<file path="src/rtl/mult_share_pkg.sv">
// Shared constants and helpers for the multiplier-sharing arbiter and its core.
package mult_share_pkg;

  localparam int MULT_W   = 4;
  localparam int MULT_P_W = 2 * MULT_W;

  // Round-robin successor with an explicit wrap, so n need not be a power of two.
  function automatic int rr_next(input int idx, input int n);
    return (idx + 1 >= n) ? 0 : idx + 1;
  endfunction

endpackage

</file>
<file path="src/rtl/multiplier_4bit.sv">
// Combinational 4x4 unsigned multiplier core with a full 8-bit product.
module multiplier_4bit
  import mult_share_pkg::*;
(
  input  logic [MULT_W-1:0]   a,
  input  logic [MULT_W-1:0]   b,
  output logic [MULT_P_W-1:0] p
);

  assign p = MULT_P_W'(a) * MULT_P_W'(b);

endmodule

</file>
<file path="src/rtl/rr_arbiter.sv">
// Purely combinational round-robin arbiter: scans from ptr upward with wrap and
// grants the first requester found, only while enable is high.
module rr_arbiter #(
  parameter int N     = 4,
  parameter int IDX_W = $clog2(N)
) (
  input  logic [N-1:0]     req,
  input  logic [IDX_W-1:0] ptr,
  input  logic             enable,
  output logic [N-1:0]     gnt,
  output logic [IDX_W-1:0] gnt_idx,
  output logic             gnt_any
);

  int scan_idx;

  always_comb begin
    gnt      = '0;
    gnt_idx  = '0;
    gnt_any  = 1'b0;
    scan_idx = 0;
    if (enable) begin
      for (int k = 0; k < N; k++) begin
        scan_idx = int'(ptr) + k;
        if (scan_idx >= N) scan_idx = scan_idx - N;
        if (!gnt_any && req[IDX_W'(scan_idx)]) begin
          gnt[IDX_W'(scan_idx)] = 1'b1;
          gnt_idx               = IDX_W'(scan_idx);
          gnt_any               = 1'b1;
        end
      end
    end
  end

endmodule

</file>
<file path="src/rtl/mult_share_arbiter.sv">
// Shares one W x W unsigned multiplier among N_REQ valid/ready requesters with
// round-robin arbitration and a single-entry, backpressured result register.
module mult_share_arbiter
  import mult_share_pkg::*;
#(
  parameter int N_REQ = 4,
  parameter int W     = 4,
  parameter int ID_W  = $clog2(N_REQ)
) (
  input  logic               clk,
  input  logic               rst_n,
  input  logic [N_REQ-1:0]   req_valid,
  output logic [N_REQ-1:0]   req_ready,
  input  logic [N_REQ*W-1:0] req_a,
  input  logic [N_REQ*W-1:0] req_b,
  output logic               res_valid,
  input  logic               res_ready,
  output logic [2*W-1:0]     res_p,
  output logic [ID_W-1:0]    res_id
);

  logic             res_valid_q, res_valid_d;
  logic [2*W-1:0]   res_p_q, res_p_d;
  logic [ID_W-1:0]  res_id_q, res_id_d;
  logic [ID_W-1:0]  rr_ptr_q, rr_ptr_d;

  logic             free;
  logic             arb_en;
  logic [N_REQ-1:0] gnt;
  logic [ID_W-1:0]  gnt_idx;
  logic             gnt_any;
  logic [W-1:0]     op_a, op_b;
  logic [2*W-1:0]   prod;

  // Gating with rst_n keeps req_ready low for the whole reset, not just after it.
  assign free   = !res_valid_q || res_ready;
  assign arb_en = rst_n && free;

  rr_arbiter #(
    .N     (N_REQ),
    .IDX_W (ID_W)
  ) u_arb (
    .req     (req_valid),
    .ptr     (rr_ptr_q),
    .enable  (arb_en),
    .gnt     (gnt),
    .gnt_idx (gnt_idx),
    .gnt_any (gnt_any)
  );

  assign req_ready = gnt;

  always_comb begin
    op_a = '0;
    op_b = '0;
    for (int i = 0; i < N_REQ; i++) begin
      if (gnt_idx == ID_W'(i)) begin
        op_a = req_a[i*W +: W];
        op_b = req_b[i*W +: W];
      end
    end
  end

  generate
    if (W == MULT_W) begin : g_core4
      multiplier_4bit u_core (
        .a (op_a),
        .b (op_b),
        .p (prod)
      );
    end else begin : g_core_generic
      assign prod = (2*W)'(op_a) * (2*W)'(op_b);
    end
  endgenerate

  // An accept always wins over a plain drain, which gives back-to-back results.
  always_comb begin
    res_valid_d = res_valid_q;
    res_p_d     = res_p_q;
    res_id_d    = res_id_q;
    rr_ptr_d    = rr_ptr_q;
    if (gnt_any) begin
      res_valid_d = 1'b1;
      res_p_d     = prod;
      res_id_d    = gnt_idx;
      rr_ptr_d    = ID_W'(rr_next(int'(gnt_idx), N_REQ));
    end else if (res_ready) begin
      res_valid_d = 1'b0;
    end
  end

  always_ff @(posedge clk or negedge rst_n) begin
    if (!rst_n) begin
      res_valid_q <= 1'b0;
      res_p_q     <= '0;
      res_id_q    <= '0;
      rr_ptr_q    <= '0;
    end else begin
      res_valid_q <= res_valid_d;
      res_p_q     <= res_p_d;
      res_id_q    <= res_id_d;
      rr_ptr_q    <= rr_ptr_d;
    end
  end

  assign res_valid = res_valid_q;
  assign res_p     = res_p_q;
  assign res_id    = res_id_q;

endmodule
</file>
<file path="config.mk">
export PLATFORM = sky130hd
export DESIGN_NAME = mult_share_arbiter
export DESIGN_NICKNAME = d
export VERILOG_FILES = /design/src/rtl/mult_share_pkg.sv /design/src/rtl/multiplier_4bit.sv /design/src/rtl/rr_arbiter.sv /design/src/rtl/mult_share_arbiter.sv
export SDC_FILE = /design/constraint.sdc
export NUM_CORES = 1
export LEC_CHECK = 0
export CAP_MARGIN = 20
export CORE_ASPECT_RATIO = 0.5
export CORE_UTILIZATION = 35
export DETAILED_ROUTE_END_ITERATION = 10
export GPL_TIMING_DRIVEN = 1
export PLACE_DENSITY = 0.6
export SETUP_SLACK_MARGIN = 0.4
export SYNTH_ARGS = -nofsm -noshare
export SYNTH_HDL_FRONTEND = slang
export SYNTH_HIERARCHICAL = 1
export SYNTH_SLANG_ARGS = --single-unit
</file>
<file path="constraint.sdc">
create_clock -name clk -period 14.66 [get_ports clk]
set_input_delay 2.932 -clock clk [delete_from_list [all_inputs] [get_ports clk]]
set_output_delay 2.932 -clock clk [all_outputs]
set_load 0.01 [all_outputs]
</file>
==> results.yml, run 1 <==
cts:
  cts_sinks: 13
  clkSlewWorstSetupHoldPaths_ps: 50
  clock_latency_ps: 240
  post_cts_buffers: 0
  cts_tree: "yes"
  cts.repair.resized: 0
  numCtsBuffers: 3
  cts_max_level: 1
  cts_buffer_depth: 2
  cts_root_buf: "clkbuf_8"
  cts-hold-fix-buffers: 0
sta:
  min_period_ps: 8263
  setup_viol: 0
  fin_crit_sh_pct: 56.37
  timing.hold.ws_ps: 508.5
  clock_skew_ps: 1.274
  clock.fmax_mhz: 121.0
  rsz0062_at_grt: "no"
  relSlewSlack_pct: 60.12
  drv_slew: 0
  finalHoldViolCount: 0
  finalSetupTns_ps: 0
  tightestPinTransition_ps: 596.4
yosys:
  synth-xor-area-share_pct: 1.559
  yosys.area.top_type: "dfrtp_1"
  synth.distinct_cells: 43
  synth_top_family_by_area: "adder cells"
  yosysWarnings: 6
  ys_seq_elements: 13
  syn_area_per_cell_um2: 9.686
  synth_adder_area_share_pct: 22.57
  ys.flop_type: "dfrtp_1"
  yosys-top-cells-area: "dfrtp_1 19%, ha_1 18%, mux2_2 8.7%"
  ys_async_sr_fraction_pct: 100.0
  synth.most_common_cell: "ha_1"
  syn_nets: 241
  synth_edf_count: 0
  synth_mux_area_share_pct: 14.85
  synth.yosys.seq_area_share_pct: 19.30
  netlist_area_um2: 1685
  synth_compound_area_share_pct: 19.15
  postSynthCellCount: 174
  synthTopCellsByCount: "24 x ha_1, 14 x and2_1, 13 x dfrtp_1, 13 x mux2_2, 12 x inv_1"
  synth_simple_gate_area_share_pct: 17.15
  yosysTopAreaCellShare_pct: 19.30
floorplan:
  die_h_um: 51.07
  coreArea_um2: 4509
  fp.dieArea_um2: 5114
  io_pins: 54
  fp.dieW_um: 100.1
  initial_core_util_pct: 37.38
  rows: 17
cells_and_area:
  fillCellCount: 435
  final_cells: 293
  drive_gt1_share_pct: 11.89
  nets: 295
  num_antenna_cells: 0
  final_area_um2: 2305
  area_growth_pct: 36.75
power:
  ir_drop_uv: 111.5
  seq_power_share_pct: 13.5
  switching_share_pct: 46.47
  clkPwrFrac_pct: 6.2
  p_per_area_nw_per_um2: 219.0
  internal_power_w: 0.0002702
  p_switching_w: 0.0002345
  share_comb_of_total_power_pct: 80.3
  leakage_nw: 1.004
  p_total_w: 0.0005047
global_routing:
  antenna_found_initial: 0
  grt_max_degree: 15
  first_global_vias: 1488
  grt_first_pass_wirelength_um: 6789
  grt.overflow.total: 0
  grt_usage_pct: 16.34
status:
  status: "complete, no violations"
setup_path:
  worstPathBufferInverterCount: 3
  start_kind: "input pin"
  crit_arrival_ps: 8390
  slowest_delay_ps: 610
  rr_startpoint: "rr_ptr_q[0]$_DFFE_PN0P_"
  crit_required_ps: 14780
  critPathTopFamily: "adder cells"
  crit_fanout: 10
  crit_top_cell: "fa_1"
  crit_chain: "clkdlybuf4s50_1 > mux4_2 > nor3_4 > nand2_2 > a221oi_2 > inv_1 > ha_1 > nor2b_4 > a22oi_1 > a21oi_1 > nand2_1 > fa_1 > inv_1 > fa_1 > fa_1 > a21o_2 > a21oi_1 > xnor2_1 > mux2_2"
  end_kind: "register"
  path_class: "in -> reg"
  slowest_stage: "mux4_2"
  cp-startpoint: "req_valid[2]"
route:
  drc: 0
  num_vias: 1480
  drt_wl_total_um: 4001
  drtPass1Iterations: 4
  drt_iter0_drc: 30
  antenna_left: 0
  wl_per_cell_um: 13.66
  via_per_inst: 5.051
run:
  drv_cap: 0
place:
  dp_hpwl_um: 3362
  gp_congestion: 0.8336
  post_dp_cell_area_um2: 2260
  placed_cells: 289
  portBuffers: 53
min_path:
  hold_path_class: "reg -> reg"
  worstHoldStart: "res_p[5]$_DFFE_PN0P_"
## cell families (layout without fill, tap and decap cells)
family,count (synthesis),in the layout
simple gates,46,46
mux,18,18
compound gates,49,49
flops,13,13
xor+xnor,3,3
fa+ha+maj,28,28
buf+inv,17,70
## final timing paths
| path | end | slack, ps | cells past startpoint |
|---|---|---|---|
| max | res_p[6]$_DFFE_PN0P_ | 6400 | 19 |
| min | res_p[5]$_DFFE_PN0P_ | 510 | 1 |
| max reg2reg | res_p[6]$_DFFE_PN0P_ | 8420 | 20 |
| min reg2reg | res_p[5]$_DFFE_PN0P_ | 510 | 1 |
| max in group asynchronous | res_p[0]$_DFFE_PN0P_ | 11200 | 1 |
| min in group asynchronous | res_valid$_DFFE_PN0P_ | 3070 | 1 |
## power groups by stage
stage | clock [W] | sequential (W) | combinational, W
global route | 0.0000341 | 0.0000713 | 0.000459
CTS | 0.0000328 | 0.0000687 | 0.000408
detailed placement | 0 | 0.0000694 | 0.000406
global placement | 0 | 0.0000686 | 0.000400
floorplan | 0 | 0.0000697 | 0.000305
finish | 0.0000313 | 0.0000682 | 0.000405
## worst reg2reg max path, cell delays in order (launching register included)
cell and delay, ps:
dfrtp_1 660, inv_1 220, ha_1 440, mux4_2 440, nor3_4 330, nand2_2 110, a221oi_2 360, inv_1 120
ha_1 340, nor2b_4 240, a22oi_1 90, a21oi_1 370, nand2_1 120, fa_1 510, inv_1 60, fa_1 530
fa_1 480, a21o_2 220, a21oi_1 170, xnor2_1 80, mux2_2 260
## registers in the layout, indices dropped and copies added (netlist names)
register and cells:
rr_ptr_q 2, res_valid 1, res_id 2, res_p 8
## stage by stage
stage / setup WS (ps) / util, %
4_1_cts: 6418 / 51.11
6_report: 6397 / 51.11
3_3_place_gp: 6340 / 50.11
3_5_place_dp: 6177 / 50.11
5_1_grt: 5977 / 51.11
2_1_floorplan: 7141 / -
## cells in the final DEF, fill, tap and decap left out, types with 2 or more instances in the layout
cell type / Yosys / final
nand2b_1: 4 / 4
a31oi_1: 6 / 6
clkbuf_8: 0 / 3
nor3b_1: 2 / 2
nand3_1: 2 / 2
xnor2_1: 2 / 2
nor2_1: 5 / 5
fa_1: 4 / 4
inv_1: 12 / 12
a21oi_1: 11 / 11
dfrtp_1: 13 / 13
o22ai_1: 10 / 10
a221oi_1: 2 / 2
ha_1: 24 / 24
clkdlybuf4s50_1: 0 / 53
mux4_2: 3 / 3
a22oi_1: 7 / 7
and3_1: 2 / 2
nand2_1: 8 / 8
o21ai_0: 4 / 4
mux2_2: 13 / 13
nor2b_1: 2 / 2
and2_1: 14 / 14
## cell type report
type / instances / area [µm²] / share of cell area (%)
well taps: 66 / 82.58 / 3.583
inverters: 12 / 45.04 / 1.954
clock buffers: 4 / 45.04 / 1.954
flip-flops and latches: 13 / 325.3 / 14.12
repair buffers: 54 / 538.0 / 23.34
multi-input cells: 144 / 1269 / 55.05
## layer usage
layer	track usage, %	part of all wire [%]
met1	21.65	48
met2	29.91	50
met3	1.915	2.0
met4	1.449	0
met5	0	0
Power figures use the tool's default switching activity.
==> run 2: changes to the inputs <==
Clock period 14.66 ns to 8.4 ns, I/O delays scaled along.
==> run 2 against run 1 <==
  * Count of clock-buffer cells in the layout stayed put
  * Core utilization stayed put
  * Sequential share of layout area stayed put
  * Combinational power is 75% higher
  * Largest power group unchanged
  * Routed wire length is 0.70% lower
  * Clock skew is 0.69 ps lower
  * Cell area stayed put
  * Largest cell class unchanged
==> results.yml, run 2 (synthesis gave the netlist of run 1 again) <==
status:
  status: "complete, no violations"
global_routing:
  grt_first_pass_wirelength_um: 6844
  grt.overflow.total: 0
  grt_usage_pct: 16.49
  grt_max_degree: 15
  first_global_vias: 1530
  antenna_found_initial: 0
setup_path:
  crit_fanout: 10
  reg2reg_depth: 20
  slowest_delay_ps: 600
  rr_startpoint: "rr_ptr_q[0]$_DFFE_PN0P_"
  crit_required_ps: 8520
  cp-startpoint: "req_valid[2]"
  crit_top_cell: "fa_1"
  slowest_stage: "mux4_2"
  reg2reg_to: "res_p[6]$_DFFE_PN0P_"
  start_kind: "input pin"
  end_kind: "register"
  crit_chain: "clkdlybuf4s50_1 > mux4_2 > nor3_4 > nand2_2 > a221oi_2 > inv_1 > ha_1 > nor2b_4 > a22oi_1 > a21oi_1 > nand2_1 > fa_1 > inv_1 > fa_1 > fa_1 > a21o_2 > a21oi_1 > xnor2_1 > mux2_2"
  crit_arrival_ps: 7160
  r2r_slack_ps: 2130
  path_class: "in -> reg"
route:
  drc: 0
  drt_wl_total_um: 3973
  antenna_left: 0
  wl_per_cell_um: 13.56
  via_per_inst: 5.116
  num_vias: 1499
  drt_iter0_drc: 32
  drtPass1Iterations: 4
place:
  gp_congestion: 0.8336
  portBuffers: 53
  dp_hpwl_um: 3320
run:
  drv_cap: 0
floorplan:
  die_h_um: 51.07
  coreArea_um2: 4509
  io_pins: 54
  rows: 17
  fp.dieArea_um2: 5114
  fp.dieW_um: 100.1
  initial_core_util_pct: 37.38
power:
  ir_drop_uv: 191.4
  p_per_area_nw_per_um2: 382.7
  leakage_nw: 1.004
sta:
  drv_slew: 0
  fin_crit_sh_pct: 83.78
  relSlewSlack_pct: 60.34
  clock.fmax_mhz: 142.1
  finalHoldViolCount: 0
  clock_skew_ps: 0.5816
  rsz0062_at_grt: "no"
  tightestPinTransition_ps: 593.1
  setup_viol: 0
  finalSetupTns_ps: 0
  min_period_ps: 7038
cells_and_area:
  num_antenna_cells: 0
  largest_reg_flops: 8
  layout_commonest_cell: "clkdlybuf4s50_1"
  nets: 295
  drive_gt1_share_pct: 11.89
  fin_util_pct: 51.11
  area_growth_pct: 36.75
  most-common-layout-cells: "53 x clkdlybuf4s50_1, 24 x ha_1, 14 x and2_1, 13 x mux2_2, 13 x dfrtp_1"
  fillCellCount: 436
cts:
  cts-hold-fix-buffers: 0
  clock_latency_ps: 240
  cts_root_buf: "clkbuf_8"
  cts.repair.resized: 0
  cts_max_level: 1
  cts_sinks: 13
  clkSlewWorstSetupHoldPaths_ps: 50
  cts_tree: "yes"
  post_cts_buffers: 0
  cts_buffer_depth: 2
  numCtsBuffers: 3
min_path:
  worst_hold_path.endpoint: "res_p[5]$_DFFE_PN0P_"
  worstHoldStart: "res_p[5]$_DFFE_PN0P_"
  hold_depth: 1
  hold_path_class: "reg -> reg"
==> run 2: cell counts in the layout (fill, tap and decap cells not counted) <==
No cell type changed its count.
==> run 2: where the power goes <==
part           internal [W]   total, W  switching, W
clock             0.0000334  0.0000548     0.0000214
sequential        0.0000914   0.000119     0.0000278
combinational      0.000347   0.000708      0.000361
total              0.000471   0.000882      0.000411
==> run 2: cell type report <==
cell class | instances | area (µm²) | share of cell area, %
multi-input cells | 144 | 1269 | 55.05
flip-flops and latches | 13 | 325.3 | 14.12
inverters | 12 | 45.04 | 1.954
clock buffers | 4 | 45.04 | 1.954
well taps | 66 | 82.58 | 3.583
repair buffers | 54 | 538.0 | 23.34
==> run 2: critical path, delay by kind of cell <==
kind	cells	cell delay [ps]
AND/OR/NAND/NOR	4	820
AO/OA/AOI/OAI	5	1170
XOR/XNOR	1	80
multiplexers	2	860
buffers and inverters	3	650
adder cells (fa/ha/maj)	4	1900
==> run 2: worst max path at each step <==
stage | end | slack [ps] | cells past startpoint
2_1_floorplan | res_p[6]$_DFFE_PN0P_ | 2130 | 20
3_3_place_gp | res_p[6]$_DFFE_PN0P_ | 1330 | 18
3_5_place_dp | res_p[6]$_DFFE_PN0P_ | 1140 | 19
4_1_cts | res_p[6]$_DFFE_PN0P_ | 1390 | 19
5_1_grt | res_p[6]$_DFFE_PN0P_ | 960 | 19
6_report | res_p[6]$_DFFE_PN0P_ | 1360 | 19
==> run 2: through the flow <==
stage	std cells	hold WS, ps	total power, W	setup WS [ps]	instance area, µm²
global placement	289	491.6	0.0008184	1332	2260
finish	293	508.0	0.0008820	1362	2305
CTS	293	514.2	0.0008879	1390	2305
floorplan	174	537.7	0.0006531	2133	1685
detailed placement	289	495.3	0.0008293	1143	2260
global route	293	529.9	0.0009854	964.4	2305
==> run 2: per-layer routing <==
layer | vias to the layer above | global-route usage, % | share of wire [%]
met4 | 0 | 1.449 | 0
li1 | 754 | - | -
met1 | 735 | 21.48 | 48
met2 | 10 | 30.82 | 50
met5 | - | 0 | 0
met3 | 0 | 1.778 | 1.3
==> run 3: changes to the inputs <==
Settings changed: PLACE_DENSITY 0.6 to 0.63.
Clock period 8.4 ns to 6.1 ns, I/O delays scaled along.
==> run 3 against run 2 <==
  * First-iteration DRC count up 100%
  * Global-route usage up 2.2 points
  * Register-to-register slack lost 1100 ps
  * Die area unchanged
  * Critical endpoint is now res_p[7]$_DFFE_PN0P_
  * Largest power group unchanged
==> results.yml, run 3 (synthesis gave the netlist of run 1 again) <==
status:
  status: "complete, no violations"
cells_and_area:
  layout_commonest_cell: "clkdlybuf4s50_1"
  most-common-layout-cells: "49 x clkdlybuf4s50_1, 31 x buf_4, 19 x ha_1, 14 x and2_1"
  final_area_um2: 2663
  largest_reg_flops: 8
  fin_util_pct: 59.05
  num_antenna_cells: 0
  nets: 325
  drive_gt1_share_pct: 33.46
  area_growth_pct: 57.98
place:
  post_dp_cell_area_um2: 2439
  portBuffers: 53
  gp_congestion: 0.7733
  dp_hpwl_um: 3471
power:
  ir_drop_uv: 275.5
  leakage_nw: 1.159
  p_per_area_nw_per_um2: 584.2
floorplan:
  fp.dieArea_um2: 5114
  die_h_um: 51.07
  coreArea_um2: 4509
  fp.dieW_um: 100.1
  rows: 17
  initial_core_util_pct: 37.38
  io_pins: 54
cts:
  cts_root_buf: "clkbuf_8"
  cts_tree: "yes"
  cts-hold-fix-buffers: 0
  cts_sinks: 13
  clkSlewWorstSetupHoldPaths_ps: 50
  clock_latency_ps: 240
  numCtsBuffers: 3
  cts_buffer_depth: 2
  cts_max_level: 1
global_routing:
  antenna_found_initial: 0
  first_global_vias: 1678
  grt_first_pass_wirelength_um: 7576
  grt_usage_pct: 18.67
  grt.overflow.total: 0
  grt_max_degree: 14
route:
  wl_per_cell_um: 13.60
  via_per_inst: 5.130
  num_vias: 1657
  drc: 0
  drt_iter0_drc: 65
  antenna_left: 0
  drtPass1Iterations: 4
  drt_wl_total_um: 4392
setup_path:
  crit_fanout: 7
  path_class: "in -> reg"
  start_kind: "input pin"
  crit_arrival_ps: 5630
  end_kind: "register"
  crit_required_ps: 6230
sta:
  tightestPinTransition_ps: 524.5
  finalHoldViolCount: 0
  clock_skew_ps: 0.9283
  relSlewSlack_pct: 65.03
  drv_slew: 0
  rsz0062_at_grt: "no"
  fin_crit_sh_pct: 90.17
  setup_viol: 0
  min_period_ps: 5500
  clock.fmax_mhz: 181.8
min_path:
  hold_path_class: "reg -> reg"
run:
  drv_cap: 0
[run 3: cell types whose count changed in the layout (fill, tap and decap cells not counted), sizes merged]
cell / before / now
clkdlybuf4s50: 53 / 49
clkbuf: 4 / 8
buf: 1 / 31
[run 3: area by class of cell]
class / count / area (µm²)
Fill cell: 392 / 1847
Inverter: 12 / 45.04
Clock buffer: 4 / 45.04
Sequential cell: 13 / 325.3
Tap cell: 66 / 82.58
Timing Repair Buffer: 84 / 743.2
Multi-Input combinational cell: 144 / 1421
[run 3: worst max-delay path, stage by stage]
cell and delay, ps:
clkbuf_2 110, mux4_2 540, nor3_4 230, nand2_2 100, a221oi_4 340, inv_2 100, ha_4 190, nor2b_4 240
a22oi_2 90, a21oi_2 170, nand2_1 90, fa_1 540, inv_1 60, fa_2 590, ha_4 220, a211oi_4 240
or4b_1 140, o2111ai_1 100, mux2_2 280
[run 3: what timing repair did]
action,4_1_cts,5_1_grt
resized for setup,13,27
buffers inserted,6,2
endpoints found under the setup margin,4,4
pin swaps,4,14
gates cloned,0,0
[run 3: where the power goes]
| part | switching (W) | total (W) | internal (W) |
|---|---|---|---|
| Clock | 0.0000298 | 0.0000759 | 0.0000461 |
| Combinational | 0.000628 | 0.00134 | 0.000708 |
| Sequential | 0.0000174 | 0.000144 | 0.000126 |
[run 3: final timing paths]
| kind | from | to | slack [ps] | depth (start not counted) |
|---|---|---|---|---|
| worst max-delay path | req_valid[1] | res_p[7]$_DFFE_PN0P_ | 600 | 19 |
| worst min-delay path | res_id[0]$_DFFE_PN0P_ | res_id[0]$_DFFE_PN0P_ | 510 | 1 |
| worst max register to register | rr_ptr_q[0]$_DFFE_PN0P_ | res_p[7]$_DFFE_PN0P_ | 1000 | 20 |
| worst min register to register | res_id[0]$_DFFE_PN0P_ | res_id[0]$_DFFE_PN0P_ | 510 | 1 |
| max in group asynchronous | rst_n | res_p[2]$_DFFE_PN0P_ | 4630 | 2 |
| min in group asynchronous | rst_n | res_valid$_DFFE_PN0P_ | 1300 | 2 |
[run 3: metrics by stage]
| step | TNS, ps | worst slack, ps | power, W | cells | hold WS (ps) |
|---|---|---|---|---|---|
| after floorplan | 0 | 432.5 | 0.0009023 | 174 | 537.7 |
| after global placement | -337.5 | -215.0 | 0.001249 | 310 | 491.4 |
| after detailed placement | -529.1 | -287.0 | 0.001263 | 311 | 499.8 |
| after CTS | 0 | 435.2 | 0.001430 | 321 | 512.0 |
| after global routing | 0 | 415.7 | 0.001713 | 323 | 522.3 |
| final | 0 | 599.7 | 0.001556 | 323 | 507.3 |
[run 3: metal layers]
metal | track usage [%] | routed length, µm | up-vias
met5 | 0 | 0 | -
li1 | - | - | 818
met4 | 3.623 | 47 | 0
met3 | 3.420 | 88 | 6
met2 | 33.79 | 2193 | 21
met1 | 23.57 | 2062 | 812
